`config.mk`:
```
export PLATFORM = sky130hd
export DESIGN_NAME = event_ring_sequencer
export DESIGN_NICKNAME = d
export VERILOG_FILES = /design/src/rtl/event_ring_sequencer.sv
export SDC_FILE = /design/constraint.sdc
export NUM_CORES = 1
export LEC_CHECK = 0
export CAP_MARGIN = 20
export CORE_MARGIN = 2
export CORE_UTILIZATION = 25
export CTS_CLUSTER_DIAMETER = 60
export DETAILED_ROUTE_END_ITERATION = 8
export GPL_ROUTABILITY_DRIVEN = 1
export GPL_TIMING_DRIVEN = 0
export PLACE_DENSITY = 0.42
export SETUP_SLACK_MARGIN = 0.05
export SLEW_MARGIN = 40
export SYNTH_ARGS = -nofsm -noshare
export SYNTH_HDL_FRONTEND = slang
export SYNTH_SLANG_ARGS = --single-unit
export TNS_END_PERCENT = 10
```
`constraint.sdc`:
```
create_clock -name clk -period 7.2 [get_ports clk]
set_clock_uncertainty 0.05 [all_clocks]
set_input_delay 1.8 -clock clk [delete_from_list [all_inputs] [get_ports clk]]
set_output_delay 1.8 -clock clk [all_outputs]
set_load 0.005 [all_outputs]
```
`src/rtl/event_ring_sequencer.sv`:
```
// Ring of NPROC event-driven processes passing a wake token round-robin.
// Each process waits for a wake, counts its programmable delay, fires for
// one cycle and wakes its successor. The run ends after ROUNDS fires of the
// last process. Wakes reaching a process that is not waiting are dropped
// and counted.
//
// Ports:
//   clk, rst    clock, asynchronous active-high reset
//   start       start pulse, honoured in IDLE or DONE
//   delay_cfg   per-process delay, field i = [i*DELAY_W +: DELAY_W]
//   ext_wake    external wake pulse per process
//   fire        per-process fire strobe (decode of FIRE state)
//   fire_any    OR of fire
//   fire_id     lowest set fire index, 0 when none
//   round_cnt   fires of process NPROC-1 since start
//   drop_cnt    saturating dropped-wake counter
//   busy, done  global RUN / DONE state
module event_ring_sequencer #(
  parameter int unsigned NPROC   = 3,
  parameter int unsigned DELAY_W = 4,
  parameter int unsigned ROUNDS  = 2,
  parameter int unsigned DROP_W  = 8,
  localparam int unsigned FID_W  = (NPROC > 1) ? $clog2(NPROC) : 1,
  localparam int unsigned RND_W  = $clog2(ROUNDS + 1)
) (
  input  logic                       clk,
  input  logic                       rst,
  input  logic                       start,
  input  logic [NPROC*DELAY_W-1:0]   delay_cfg,
  input  logic [NPROC-1:0]           ext_wake,
  output logic [NPROC-1:0]           fire,
  output logic                       fire_any,
  output logic [FID_W-1:0]           fire_id,
  output logic [RND_W-1:0]           round_cnt,
  output logic [DROP_W-1:0]          drop_cnt,
  output logic                       busy,
  output logic                       done
);

  typedef enum logic [1:0] {G_IDLE, G_RUN, G_DONE} gstate_e;
  typedef enum logic [1:0] {P_IDLE, P_WAIT, P_DELAY, P_FIRE} pstate_e;

  gstate_e              gstate_q, gstate_d;
  pstate_e              pstate_q [NPROC];
  pstate_e              pstate_d [NPROC];
  logic [DELAY_W-1:0]   cnt_q [NPROC];
  logic [DELAY_W-1:0]   cnt_d [NPROC];
  logic [RND_W-1:0]     round_cnt_q, round_cnt_d;
  logic [DROP_W-1:0]    drop_cnt_q, drop_cnt_d;

  logic [NPROC-1:0]     fire_c;
  logic [NPROC-1:0]     ring_c;
  logic [NPROC-1:0]     wake_c;
  logic [NPROC-1:0]     drop_c;
  logic [FID_W-1:0]     fire_id_c;
  logic                 final_fire_c;

  // Fire decode from registered process state; lowest index wins for fire_id.
  always_comb begin
    fire_c    = '0;
    fire_id_c = '0;
    for (int i = 0; i < NPROC; i++) begin
      fire_c[i] = (pstate_q[i] == P_FIRE);
    end
    for (int i = NPROC - 1; i >= 0; i--) begin
      if (fire_c[i]) fire_id_c = FID_W'(i);
    end
  end

  // Process i is ring-woken by its predecessor, process 0 by process NPROC-1.
  assign ring_c       = {fire_c[NPROC-2:0], fire_c[NPROC-1]};
  assign final_fire_c = (gstate_q == G_RUN) && fire_c[NPROC-1] &&
                        (round_cnt_q == RND_W'(ROUNDS - 1));

  // Global and per-process next state.
  always_comb begin
    gstate_d    = gstate_q;
    round_cnt_d = round_cnt_q;
    drop_cnt_d  = drop_cnt_q;
    wake_c      = '0;
    drop_c      = '0;
    for (int i = 0; i < NPROC; i++) begin
      pstate_d[i] = pstate_q[i];
      cnt_d[i]    = cnt_q[i];
    end

    case (gstate_q)
      G_RUN: begin
        // The final fire does not pass the token on.
        wake_c = ext_wake | (ring_c & {NPROC{~final_fire_c}});
        for (int i = 0; i < NPROC; i++) begin
          case (pstate_q[i])
            P_WAIT: begin
              if (wake_c[i]) begin
                cnt_d[i]    = delay_cfg[i*DELAY_W +: DELAY_W];
                pstate_d[i] = (delay_cfg[i*DELAY_W +: DELAY_W] == '0) ? P_FIRE : P_DELAY;
              end
            end
            P_DELAY: begin
              drop_c[i] = wake_c[i];
              if (cnt_q[i] == DELAY_W'(1)) begin
                pstate_d[i] = P_FIRE;
              end else begin
                cnt_d[i] = cnt_q[i] - DELAY_W'(1);
              end
            end
            P_FIRE: begin
              drop_c[i]   = wake_c[i];
              pstate_d[i] = P_WAIT;
            end
            default: ;
          endcase
        end

        if (fire_c[NPROC-1]) round_cnt_d = round_cnt_q + RND_W'(1);

        // Saturating accumulate of this cycle's drops.
        for (int i = 0; i < NPROC; i++) begin
          if (drop_c[i] && (drop_cnt_d != '1)) drop_cnt_d = drop_cnt_d + DROP_W'(1);
        end

        if (final_fire_c) begin
          gstate_d = G_DONE;
          for (int i = 0; i < NPROC; i++) begin
            pstate_d[i] = P_IDLE;
            cnt_d[i]    = '0;
          end
        end
      end

      default: begin
        if (start) begin
          gstate_d    = G_RUN;
          round_cnt_d = '0;
          drop_cnt_d  = '0;
          for (int i = 0; i < NPROC; i++) begin
            pstate_d[i] = P_WAIT;
            cnt_d[i]    = '0;
          end
          // Process 0 takes its wake on the start edge itself.
          cnt_d[0]    = delay_cfg[DELAY_W-1:0];
          pstate_d[0] = (delay_cfg[DELAY_W-1:0] == '0) ? P_FIRE : P_DELAY;
        end
      end
    endcase
  end

  // State registers.
  always_ff @(posedge clk or posedge rst) begin
    if (rst) begin
      gstate_q    <= G_IDLE;
      round_cnt_q <= '0;
      drop_cnt_q  <= '0;
      for (int i = 0; i < NPROC; i++) begin
        pstate_q[i] <= P_IDLE;
        cnt_q[i]    <= '0;
      end
    end else begin
      gstate_q    <= gstate_d;
      round_cnt_q <= round_cnt_d;
      drop_cnt_q  <= drop_cnt_d;
      for (int i = 0; i < NPROC; i++) begin
        pstate_q[i] <= pstate_d[i];
        cnt_q[i]    <= cnt_d[i];
      end
    end
  end

  assign fire      = fire_c;
  assign fire_any  = |fire_c;
  assign fire_id   = fire_id_c;
  assign round_cnt = round_cnt_q;
  assign drop_cnt  = drop_cnt_q;
  assign busy      = (gstate_q == G_RUN);
  assign done      = (gstate_q == G_DONE);

endmodule

```
## After elaboration in Yosys (flattened, before gate mapping)

Index checks and enable logic that the tools add are counted.
W data, S select, Z words.

- Output and inout port bits: 18
- Bits of input ports: 18
- Logic and storage cells: 124
- Flip-flop bits (word level): 30

- Reduce and logical (&&, ||, !) cells: 21
- Add/subtract/negate cells: 7
- Bitwise gates (word level): 3
- Muxes and demuxes: 49
- Eq/ne operators: 35

Operators by type and width:

| operator | count |
|---|---|
| $mux W8 | 7 |
| $mux W12 | 3 |
| $ne A4 B4 Y1 const B | 9 |
| $mux W2 | 15 |
| $add A8 B1 Y8 const B | 3 |
| $mux W4 | 6 |
| $ne A8 B8 Y1 const B | 3 |
| $pmux W4 S2 | 3 |
| $reduce_and A4 Y1 | 6 |
| $mux W6 | 3 |
| $pmux W2 S3 | 3 |
| $ne A5 B1 Y1 const B | 3 |
| $eq A2 B2 Y1 const B | 7 |
| $eq A4 B1 Y1 const B | 3 |
| $logic_not A4 Y1 | 3 |
| $ne A4 B1 Y1 const B | 3 |
| $sub A4 B1 Y4 const B | 3 |
| $eq A2 B1 Y1 const B | 5 |
| $mux W1 | 9 |
| $reduce_or A2 Y1 | 3 |
| $logic_and A1 B1 Y1 | 5 |
| $ne A2 B1 Y1 const B | 2 |
| $reduce_and A2 Y1 | 2 |
| $and A3 B3 Y3 | 1 |
| 5 further kinds | 5 |

## Longest topological paths before layout

Gate-level depths: netlist (run 1).

- Depth after elaboration: 19
- Gate-level depth with buffers: 19

## Least setup slack after synthesis (run 1)

Ideal clock, no wire load.

- Path kind: in2reg
- Start point: in ext_wake[0]
- End point: reg drop_cnt_q[6], in the netlist drop_cnt[6]
- Cell stages on the path: 16
- Library setup time: 0.120 ns
- Required time: 7.030 ns
- Arrival time: 5.310 ns
- Buffers on the path: 1
- Slack: 1.720 ns
- Cells stage by stage: nand4bb_1 -> nand2_1 -> buf_2 -> nor2_1 -> mux2_2 -> ha_1 -> nand2_1 -> o2bb2ai_1 -> a21boi_0 -> xnor2_1 -> ha_1 -> inv_1 -> nor2_8 -> or4b_4 -> or4_1 -> a31o_1

- Cells in the longest elaborated chain, start to end: 14

Ends and longest elaborated chain:

| element | line | text |
|---|---|---|
| from (decl) | 30 | `input logic [NPROC-1:0] ext_wake,` |
| $or A3 B3 Y3 (*) | 90 | `wake_c = ext_wake \| (ring_c & {NPROC{~final_fire_c}});` |
| $mux W1 (*) | 92 | `case (pstate_q[i])` |
| $mux W1 (*) | 87 | `case (gstate_q)` |
| $logic_and A1 B1 Y1 (*) | 119 | `if (drop_c[i] && (drop_cnt_d != '1)) drop_cnt_d = drop_cnt_d + DROP_W'(1);` |
| $mux W8 (*) | 119 |  |
| $mux W8 (*) | 87 |  |
| branches (longest 2 deep; another with $add A8 B1 Y8) | -- |  |
| $mux W8 (*) | 119 |  |
| $mux W8 (*) | 87 |  |
| branches (longest 2 deep; another with $add A8 B1 Y8) | -- |  |
| $mux W8 (*) | 119 |  |
| $mux W8 (*) | 87 |  |
| to (signal assigned) | 161 | `drop_cnt_q <= drop_cnt_d;` |
| to (decl) | 49 | `logic [DROP_W-1:0] drop_cnt_q, drop_cnt_d;` |

Mark *: on every way between the ends. The select of a mux whose other input is x is not followed.
A chain may end at the register's enable or synchronous reset.

## Final worst setup path (run 1)

Same ends and word-level chain as after synthesis.

==> results.py, run 1 <==
metrics = {
    "outcome": {
        "status": "finished, final reports clean",
    },
    "synth": {
        "seq_area_frac_synth_pct": 26.26,
        "async_flop_share_pct": 100.0,
        "synth_ff_type": "dfrtp_1",
        "syn_area_um2": 2859,
        "yosysWarnings": 0,
        "synth_edf_count": 0,
        "ys_seq_elements": 30,
        "yosysTopAreaCell": "dfrtp_1",
        "synth_top_area_share_pct": 26.26,
        "synth.avg_cell_area_um2": 7.833,
        "yosys-top-cells-area": "dfrtp_1 26%, ha_1 9.2%, o21ai_0 6.7%",
        "ys_types": 66,
        "netlist_instances": 365,
        "synth_nets": 404,
    },
    "worst_setup_path": {
        "end_kind": "register",
        "rr_startpoint": "pstate_q[0]",
        "crit_end": "drop_cnt[6]",
        "critPathMaxFanout": 10,
        "crit_required_ns": 7.32,
        "crit_buf_inv": 3,
        "crit_type": "in2reg",
        "reg2reg_depth": 18,
        "arrival_ns": 6.53,
        "crit_chain": "clkdlybuf4s50_1 > o22a_1 > nand2_1 > buf_2 > nor2_1 > mux2_2 > ha_1 > nand2_1 > o2bb2ai_1 > a21boi_0 > xnor2_1 > ha_1 > inv_1 > nor2_8 > or4b_4 > or4_1 > a31o_1",
        "cp_top_family": "simple AND/OR/NAND/NOR gates",
        "crit_start": "ext_wake[0]",
        "slowest_delay_ns": 0.56,
        "r2r_slack_ns": 1.98,
        "crit-reg2reg-capture": "drop_cnt[6]",
        "cp_slowest_cell": "clkdlybuf4s50_1",
        "crit_cells": 17,
        "cp-start-kind": "primary input",
    },
    "grt": {
        "track_usage_pct": 13.62,
        "grt_start_max_net_pins": 31,
        "antenna_found_initial": 0,
        "grt_overflow": 0,
        "grt_first_pass_wirelength_um": 13680,
        "grt_pass1_vias": 2630,
    },
    "route": {
        "via_count": 2785,
        "dr.pass1.iters": 5,
        "drt-total-wl_um": 8399,
        "drt_first_iter_violations": 128,
        "ant_nets": 0,
        "wl_per_cell_um": 15.24,
        "drc": 0,
        "vias_per_cell": 5.054,
    },
    "floorplanning": {
        "dieArea_um2": 12310,
        "die_x_um": 110.9,
        "num_rows": 39,
        "core_um2": 11270,
        "die_h_um": 110.9,
        "initial_core_util_pct": 25.36,
        "boundaryPins": 36,
    },
    "run": {
        "drv_cap": 0,
    },
    "cts": {
        "cts-root-buf": "clkbuf_16",
        "path_clk_slew_ns": 0.06,
        "post_cts_resize_count": 0,
        "postCtsSetupRepairBufs": 0,
        "cts_tree": "built",
        "clock-sinks": 30,
        "clockBufferDepth": 2,
        "clkLatencyLatePin_ns": 0.28,
        "htreeDepth": 2,
        "tritoncts.num_buffers": 5,
        "hold_buffers": 0,
    },
    "finish": {
        "mostFrequentLayoutCells": "45 x nand2_1, 38 x o21ai_0, 35 x clkdlybuf4s50_1, 30 x dfrtp_1, 29 x nor2_1",
        "finish.utilization_pct": 31.40,
        "fin_cells": 551,
        "final_area_um2": 3540,
        "drive_gt1_share_pct": 7.108,
        "syn2layout_area_growth_pct": 23.81,
        "final_common_cell": "nand2_1",
        "fillers": 1241,
        "layout.nets": 446,
        "n_antenna_cell": 0,
    },
    "place": {
        "post-place-ws_ns": 0.4724,
        "dp_cells": 543,
        "gp_congestion": 0.7997,
        "placed_area_um2": 3388,
        "io_buffers": 35,
        "hpwl_um": 6501,
    },
    "sta": {
        "worst_slack_ns": 0.7826,
        "setup_viol_count_final": 0,
        "relSlewSlack_pct": 53.22,
        "rsz0062_at_grt": "false",
        "fmax_mhz": 155.8,
        "tns_ns": 0,
        "hold_violations": 0,
        "drv_slew": 0,
        "fin_hold_ws_ns": 0.4569,
        "period_minus_slack_ns": 6.417,
        "worst_slew_pin_slew_ns": 0.7006,
        "period_share_pct": 89.13,
    },
    "min_path": {
        "hold_depth": 2,
        "hold_path.class": "reg2reg",
    },
    "power": {
        "irDropWorstVdd_mv": 0.1565,
        "totalPowerFinal_mw": 1.743,
        "p_leak_nw": 1.447,
        "p_per_area_nw_per_um2": 492.4,
    },
}
flip-flops by register name, summed over array words and instances (netlist names):
name       cells
round_cnt      2
drop_cnt       8
pstate_q       6
cnt_q         12
gstate_q       2
synthesized netlist by cell type, drive strengths merged, types with 5 or more instances:
library cell / n
mux2i: 5
o21ai: 39
buf: 6
nor2: 30
a21oi: 16
nor4: 6
xnor2: 7
inv: 22
nand2: 45
and3: 6
nand3: 10
ha: 21
nand2b: 9
o31ai: 6
clkbuf: 7
a211oi: 6
dfrtp: 30
nor3: 13
nor3b: 7
cell type report:
class	count	area [µm²]	share of cell area [%]
timing repair buffer	35	350.3	9.898
tap	143	178.9	5.055
inverter	24	90.09	2.545
clock inverter	2	12.51	0.3535
multi-input combinational	298	1962	55.43
sequential	30	750.7	21.21
buffer	13	56.30	1.591
clock buffer	6	138.9	3.924
power by group:
part / switching [mW] / internal, mW / total, mW
logic: 0.702 / 0.490 / 1.19
registers: 0.0811 / 0.251 / 0.332
clock network: 0.0816 / 0.137 / 0.218
how the worst min path moves through the flow:
stage,end,slack (ns),start
6_report,round_cnt[1],0.46,round_cnt[1]
5_1_grt,cnt_q[11],0.50,cnt_q[11]
4_1_cts,round_cnt[1],0.46,round_cnt[1]
3_5_place_dp,round_cnt[1],0.45,round_cnt[1]
3_3_place_gp,round_cnt[1],0.46,round_cnt[1]
2_1_floorplan,cnt_q[11],0.43,cnt_q[11]
layer usage:
| metal | global-route usage [%] | vias to the layer above | routed length [µm] | part of all wire, % |
|---|---|---|---|---|
| met5 | 0 | - | 0 | 0 |
| met4 | 3.250 | 0 | 102 | 1.2 |
| met3 | 1.640 | 8 | 251 | 3.0 |
| met2 | 23.07 | 47 | 3901 | 46 |
| met1 | 18.54 | 1306 | 4143 | 49 |
| li1 | - | 1424 | - | - |
cell families after synthesis:
| kind of cell | after synthesis | synth area share (%) |
|---|---|---|
| mux | 9 | 3.326 |
| fa+ha+maj | 21 | 9.190 |
| buf+inv | 37 | 5.121 |
| compound gates | 108 | 25.56 |
| simple gates | 151 | 27.79 |
| xor+xnor | 9 | 2.757 |
| flops | 30 | 26.26 |
worst min-delay path: stages, from the launching register on:
cell and delay [ns]:
dfrtp_1 0.36, nand2_1 0.05, o21ai_0 0.06
(Power assumes the default switching activity.)
==> run 2, diff against run 1 <==
--- a/config.mk
+++ b/config.mk
@@ -6,13 +6,15 @@
 export NUM_CORES = 1
 export LEC_CHECK = 0
 export CAP_MARGIN = 20
+export CELL_PAD_IN_SITES_DETAIL_PLACEMENT = 2
+export CELL_PAD_IN_SITES_GLOBAL_PLACEMENT = 2
 export CORE_MARGIN = 2
 export CORE_UTILIZATION = 25
 export CTS_CLUSTER_DIAMETER = 60
 export DETAILED_ROUTE_END_ITERATION = 8
 export GPL_ROUTABILITY_DRIVEN = 1
 export GPL_TIMING_DRIVEN = 0
-export PLACE_DENSITY = 0.42
+export PLACE_DENSITY = 0.64
 export SETUP_SLACK_MARGIN = 0.05
 export SLEW_MARGIN = 40
 export SYNTH_ARGS = -nofsm -noshare
==> run 2 against run 1 <==
Net effect: sequential share of layout area unchanged; hold slack improved by 0.029 ns; utilization unchanged; wire length increased by 17%; final cell count did not move; cell area unchanged; register-to-register slack lost 0.08 ns.
==> results.py, run 2 (same netlist as run 1, synthesis figures left out) <==
metrics = {
    "place": {
        "gp_congestion": 0.7532,
        "dp_cells": 543,
        "post-place-ws_ns": 0.3913,
        "io_buffers": 35,
        "hpwl_um": 7810,
    },
    "min_path": {
        "holdPathEnd": "cnt_q[11]",
        "hold_path.class": "reg2reg",
        "hold_depth": 1,
        "hold_start": "cnt_q[11]",
    },
    "grt": {
        "grt_first_pass_wirelength_um": 16470,
        "grt_overflow": 0,
        "antenna_found_initial": 0,
        "track_usage_pct": 16.47,
        "grt_start_max_net_pins": 31,
        "grt_pass1_vias": 3082,
    },
    "worst_setup_path": {
        "crit_required_ns": 7.33,
        "end_kind": "register",
        "critPathMaxFanout": 10,
        "cp-start-kind": "primary input",
        "rr_startpoint": "pstate_q[0]",
        "crit_chain": "clkdlybuf4s50_1 > o22a_1 > nand2_1 > buf_2 > nor2_1 > mux2_2 > ha_1 > nand2_1 > o2bb2ai_1 > a21boi_0 > xnor2_1 > ha_1 > inv_1 > nor2_8 > or4b_4 > or4_1 > a31o_1",
        "r2r_slack_ns": 1.90,
        "arrival_ns": 6.59,
        "cp_slowest_cell": "clkdlybuf4s50_1",
        "crit-reg2reg-capture": "drop_cnt[6]",
        "crit_type": "in2reg",
        "slowest_delay_ns": 0.56,
        "reg2reg_depth": 18,
    },
    "finish": {
        "layout.nets": 446,
        "multi_input_area_um2": 1962,
        "final_common_cell": "nand2_1",
        "mostFrequentLayoutCells": "45 x nand2_1, 38 x o21ai_0, 35 x clkdlybuf4s50_1, 30 x dfrtp_1, 29 x nor2_1",
        "largest_reg_flops": 12,
        "drive_gt1_share_pct": 7.108,
        "top_register": "cnt_q",
        "fillers": 1301,
        "seq_area_um2": 750.7,
        "n_antenna_cell": 0,
        "syn2layout_area_growth_pct": 23.81,
        "fin_cells": 551,
    },
    "route": {
        "wl_per_cell_um": 17.91,
        "drc": 0,
        "drt-total-wl_um": 9866,
        "ant_nets": 0,
        "drt_first_iter_violations": 103,
        "vias_per_cell": 5.323,
        "dr.pass1.iters": 4,
        "via_count": 2933,
    },
    "floorplanning": {
        "dieArea_um2": 12310,
        "initial_core_util_pct": 25.36,
        "die_h_um": 110.9,
        "core_um2": 11270,
        "num_rows": 39,
        "boundaryPins": 36,
        "die_x_um": 110.9,
    },
    "run": {
        "drv_cap": 0,
    },
    "sta": {
        "worst_slack_ns": 0.7391,
        "tns_ns": 0,
        "worst_slew_pin_slew_ns": 0.7106,
        "relSlewSlack_pct": 52.56,
        "period_share_pct": 89.74,
        "fmax_mhz": 154.8,
        "hold_violations": 0,
        "period_minus_slack_ns": 6.461,
        "setup_viol_count_final": 0,
        "rsz0062_at_grt": "false",
        "drv_slew": 0,
    },
    "cts": {
        "cts-root-buf": "clkbuf_16",
        "clkLatencyLatePin_ns": 0.28,
        "postCtsSetupRepairBufs": 0,
        "cts_tree": "built",
        "hold_buffers": 0,
        "post_cts_resize_count": 0,
        "tritoncts.num_buffers": 5,
        "htreeDepth": 2,
        "clock-sinks": 30,
        "path_clk_slew_ns": 0.06,
        "clockBufferDepth": 2,
    },
    "outcome": {
        "status": "finished, final reports clean",
    },
    "power": {
        "p_per_area_nw_per_um2": 505.6,
        "p_leak_nw": 1.447,
        "irDropWorstVdd_mv": 0.1233,
    },
}
## run 2: cell counts in the layout (fill, tap and decap cells not counted)
Identical to the previous run, type by type.
## run 2: how the worst max path moves through the flow
stage	startpoint	end	slack, ns	cells past startpoint
2_1_floorplan	ext_wake[0]	drop_cnt[6]	1.72	16
3_3_place_gp	ext_wake[0]	drop_cnt[6]	0.45	17
3_5_place_dp	ext_wake[0]	drop_cnt[6]	0.39	17
4_1_cts	ext_wake[0]	drop_cnt[6]	0.68	17
5_1_grt	ext_wake[0]	drop_cnt[6]	0.37	18
6_report	ext_wake[0]	drop_cnt[6]	0.74	17
## run 2: metal layers
| metal | GRT usage [%] | wire length [µm] | part of all wire, % | vias up |
|---|---|---|---|---|
| met5 | 0 | 0 | 0 | - |
| met4 | 5.417 | 206 | 2.1 | 0 |
| met3 | 2.515 | 236 | 2.4 | 14 |
| met2 | 29.12 | 4939 | 50 | 38 |
| met1 | 20.48 | 4484 | 45 | 1465 |
| li1 | - | - | - | 1416 |
## run 2: stage by stage
stage	hold slack [ns]	instance area [µm²]	util (%)	power, mW
finish	0.4860	3540	31.40	1.790
floorplan	0.4302	2859	-	1.182
detailed placement	0.4872	3388	30.06	1.591
CTS	0.4922	3540	31.40	1.824
global placement	0.4694	3388	30.06	1.546
global route	0.5108	3540	31.40	1.990
## run 2: layout make-up
type / instances / area share, %
Clock buffer: 6 / 3.924
Sequential cell: 30 / 21.21
Buffer: 13 / 1.591
Timing Repair Buffer: 35 / 9.898
Clock inverter: 2 / 0.3535
Tap cell: 143 / 5.055
Inverter: 24 / 2.545
Multi-Input combinational cell: 298 / 55.43
## run 2: report_power, final
group / leakage, nW / switching, mW / internal, mW / total (mW)
Combinational: 0.999 / 0.740 / 0.491 / 1.23
Clock: 0.0729 / 0.0837 / 0.137 / 0.221
Sequential: 0.375 / 0.0865 / 0.251 / 0.338
## run 2: worst max-delay path, delay by kind of cell
kind	cells	cell delay [ns]
AND/OR/NAND/NOR	6	1.67
AO/OA/AOI/OAI	4	1.01
XOR/XNOR	1	0.27
multiplexers	1	0.39
buffers and inverters	3	0.87
adder cells (fa/ha/maj)	2	0.57
==> run 3, diff against run 2 <==
--- a/config.mk
+++ b/config.mk
@@ -5,16 +5,17 @@
 export SDC_FILE = /design/constraint.sdc
 export NUM_CORES = 1
 export LEC_CHECK = 0
+export ABC_AREA = 1
 export CAP_MARGIN = 20
 export CELL_PAD_IN_SITES_DETAIL_PLACEMENT = 2
 export CELL_PAD_IN_SITES_GLOBAL_PLACEMENT = 2
-export CORE_MARGIN = 2
+export CORE_MARGIN = 3
 export CORE_UTILIZATION = 25
 export CTS_CLUSTER_DIAMETER = 60
 export DETAILED_ROUTE_END_ITERATION = 8
 export GPL_ROUTABILITY_DRIVEN = 1
 export GPL_TIMING_DRIVEN = 0
-export PLACE_DENSITY = 0.64
+export PLACE_DENSITY = 0.67
 export SETUP_SLACK_MARGIN = 0.05
 export SLEW_MARGIN = 40
 export SYNTH_ARGS = -nofsm -noshare
==> run 3 against run 2 <==
Net effect: synthesized area up 2.9%; sequential share of layout area shrank 0.39 points; flip-flop and latch count unchanged; register-to-register slack gained 1.4 ns; utilization is 0.87 points higher; non-clock buffer count shrank 7; first-iteration DRC count rose by 28%; power up 13%; setup slack better by 1.6 ns; clock power down 11%; largest cell class unchanged.
==> results.py, run 3 <==
metrics = {
    "synth": {
        "synth_top_family_by_area": "simple AND/OR/NAND/NOR gates",
        "synth_compound_area_share_pct": 13.22,
        "synth_edf_count": 0,
        "synth_xor_area_share_pct": 1.190,
        "yosys-top-cells-count": "118 x nand2_1, 71 x inv_1, 39 x nand3_1",
        "seq_area_frac_synth_pct": 25.51,
        "syn_area_um2": 2943,
        "ys_seq_elements": 30,
        "synth.avg_cell_area_um2": 6.750,
        "yosysWarnings": 0,
        "synth_most_common_cell": "nand2_1",
        "synthMuxAreaShare_pct": 0,
        "synth_nets": 475,
        "yosysTopAreaCell": "dfrtp_1",
        "synthSimpleGateAreaFrac_pct": 40.52,
        "ys_types": 39,
        "synth_top_area_share_pct": 25.51,
        "synth_adder_area_share_pct": 8.929,
        "yosys-top-cells-area": "dfrtp_1 26%, nand2_1 15%, inv_1 9.1%",
        "netlist_instances": 436,
        "synth_ff_type": "dfrtp_1",
        "async_flop_share_pct": 100.0,
    },
    "grt": {
        "track_usage_pct": 15.91,
        "antenna_found_initial": 0,
        "grt_pass1_vias": 3354,
        "grt_first_pass_wirelength_um": 16890,
        "grt_start_max_net_pins": 31,
        "grt_overflow": 0,
    },
    "sta": {
        "fmax_mhz": 206.9,
        "hold_violations": 0,
        "period_minus_slack_ns": 4.832,
        "worst_slew_pin_slew_ns": 0.7478,
        "setup_viol_count_final": 0,
        "tns_ns": 0,
        "drv_slew": 0,
        "relSlewSlack_pct": 49.97,
        "period_share_pct": 67.12,
        "rsz0062_at_grt": "false",
        "fin_hold_ws_ns": 0.4759,
    },
    "floorplanning": {
        "die_h_um": 114.5,
        "num_rows": 38,
        "dieArea_um2": 13110,
        "initial_core_util_pct": 26.34,
        "die_x_um": 114.5,
        "boundaryPins": 36,
        "core_um2": 11170,
    },
    "cts": {
        "clock-sinks": 30,
        "clkLatencyLatePin_ns": 0.27,
        "tritoncts.num_buffers": 5,
        "post_cts_resize_count": 0,
        "path_clk_slew_ns": 0.05,
        "cts_tree": "built",
        "htreeDepth": 2,
        "clockBufferDepth": 2,
        "postCtsSetupRepairBufs": 0,
        "cts-root-buf": "clkbuf_16",
        "hold_buffers": 0,
    },
    "power": {
        "totalPowerFinal_mw": 2.019,
        "p_per_area_nw_per_um2": 560.0,
        "p_leak_nw": 1.746,
        "irDropWorstVdd_mv": 0.1385,
    },
    "place": {
        "gp_congestion": 0.8335,
        "hpwl_um": 7828,
        "dp_cells": 611,
        "io_buffers": 35,
        "placed_area_um2": 3473,
    },
    "worst_setup_path": {
        "arrival_ns": 4.94,
        "crit_type": "in2reg",
        "end_kind": "register",
        "critPathMaxFanout": 10,
        "cp-start-kind": "primary input",
        "crit_required_ns": 7.31,
    },
    "finish": {
        "fillers": 1341,
        "final_area_um2": 3606,
        "top_register": "cnt_q",
        "fin_cells": 618,
        "syn2layout_area_growth_pct": 22.53,
        "seq_area_um2": 750.7,
        "layout.nets": 517,
        "final_common_cell": "nand2_1",
        "n_antenna_cell": 0,
        "mostFrequentLayoutCells": "118 x nand2_1, 70 x inv_1, 39 x nand3_1, 35 x clkdlybuf4s50_1",
        "multi_input_area_um2": 1884,
        "largest_reg_flops": 12,
        "drive_gt1_share_pct": 9.833,
    },
    "route": {
        "vias_per_cell": 4.945,
        "drt_first_iter_violations": 132,
        "via_count": 3056,
        "drc": 0,
        "dr.pass1.iters": 4,
        "wl_per_cell_um": 15.68,
        "ant_nets": 0,
        "drt-total-wl_um": 9690,
    },
    "run": {
        "drv_cap": 0,
    },
    "min_path": {
        "hold_path.class": "reg2reg",
    },
    "outcome": {
        "status": "finished, final reports clean",
    },
}
run 3: kinds of logic after synthesis:
kind of cell | Yosys count
fa+ha+maj | 21
flops | 30
buf+inv | 80
compound gates | 62
simple gates | 239
xor+xnor | 4
run 3: final cells by class:
cell class                      count  share of cell area (%)
Timing Repair Buffer               35                   9.715
Buffer                              6                  0.9022
Tap cell                          140                   4.858
Sequential cell                    30                   20.82
Inverter                           74                   7.772
Multi-Input combinational cell    326                   52.26
Clock buffer                        7                   3.678
run 3: worst max-delay path: stages:
cell and delay [ns]:
clkdlybuf4s50_1 0.48, inv_1 0.08, nand2_4 0.09, buf_6 0.14, nand4_1 0.10, nand2_2 0.17, ha_1 0.21, nand3_2 0.12
nor2_4 0.17, nand3_4 0.14, nand2_8 0.12, nand2_1 0.06, nand2_1 0.18, ha_1 0.26, nand3_2 0.14, nor2_4 0.17
nand3_4 0.16, nand2_4 0.12, nand2_1 0.07, nand3_1 0.08, nand2_1 0.05
run 3: per-layer routing:
layer / global-route usage, % / wire [µm]
met3: 2.907 / 289
met4: 2.138 / 87
met2: 27.86 / 4669
met5: 0 / 0
met1: 20.83 / 4643
run 3: final timing paths:
path / to / slack [ns] / cells past startpoint / from
worst max-delay path: drop_cnt[0] / 2.37 / 21 / ext_wake[0]
worst min-delay path: cnt_q[1] / 0.48 / 2 / cnt_q[1]
worst max register to register: drop_cnt[0] / 3.32 / 22 / drop_cnt[1]
worst min register to register: cnt_q[1] / 0.48 / 2 / cnt_q[1]
max in group asynchronous: cnt_q[3] / 4.74 / 2 / rst
min in group asynchronous: cnt_q[9] / 1.91 / 2 / rst
run 3: report_power, final:
part	internal (mW)	total (mW)	switching (mW)
clock network	0.126	0.196	0.0696
logic	0.517	1.46	0.941
registers	0.263	0.366	0.103
run 3: metrics by stage:
stage	worst slack, ns	utilization, %
3_5_place_dp	2.080	31.09
6_report	2.368	32.27
3_3_place_gp	2.173	31.04
4_1_cts	2.368	32.27
5_1_grt	2.065	32.27
2_1_floorplan	3.128	-
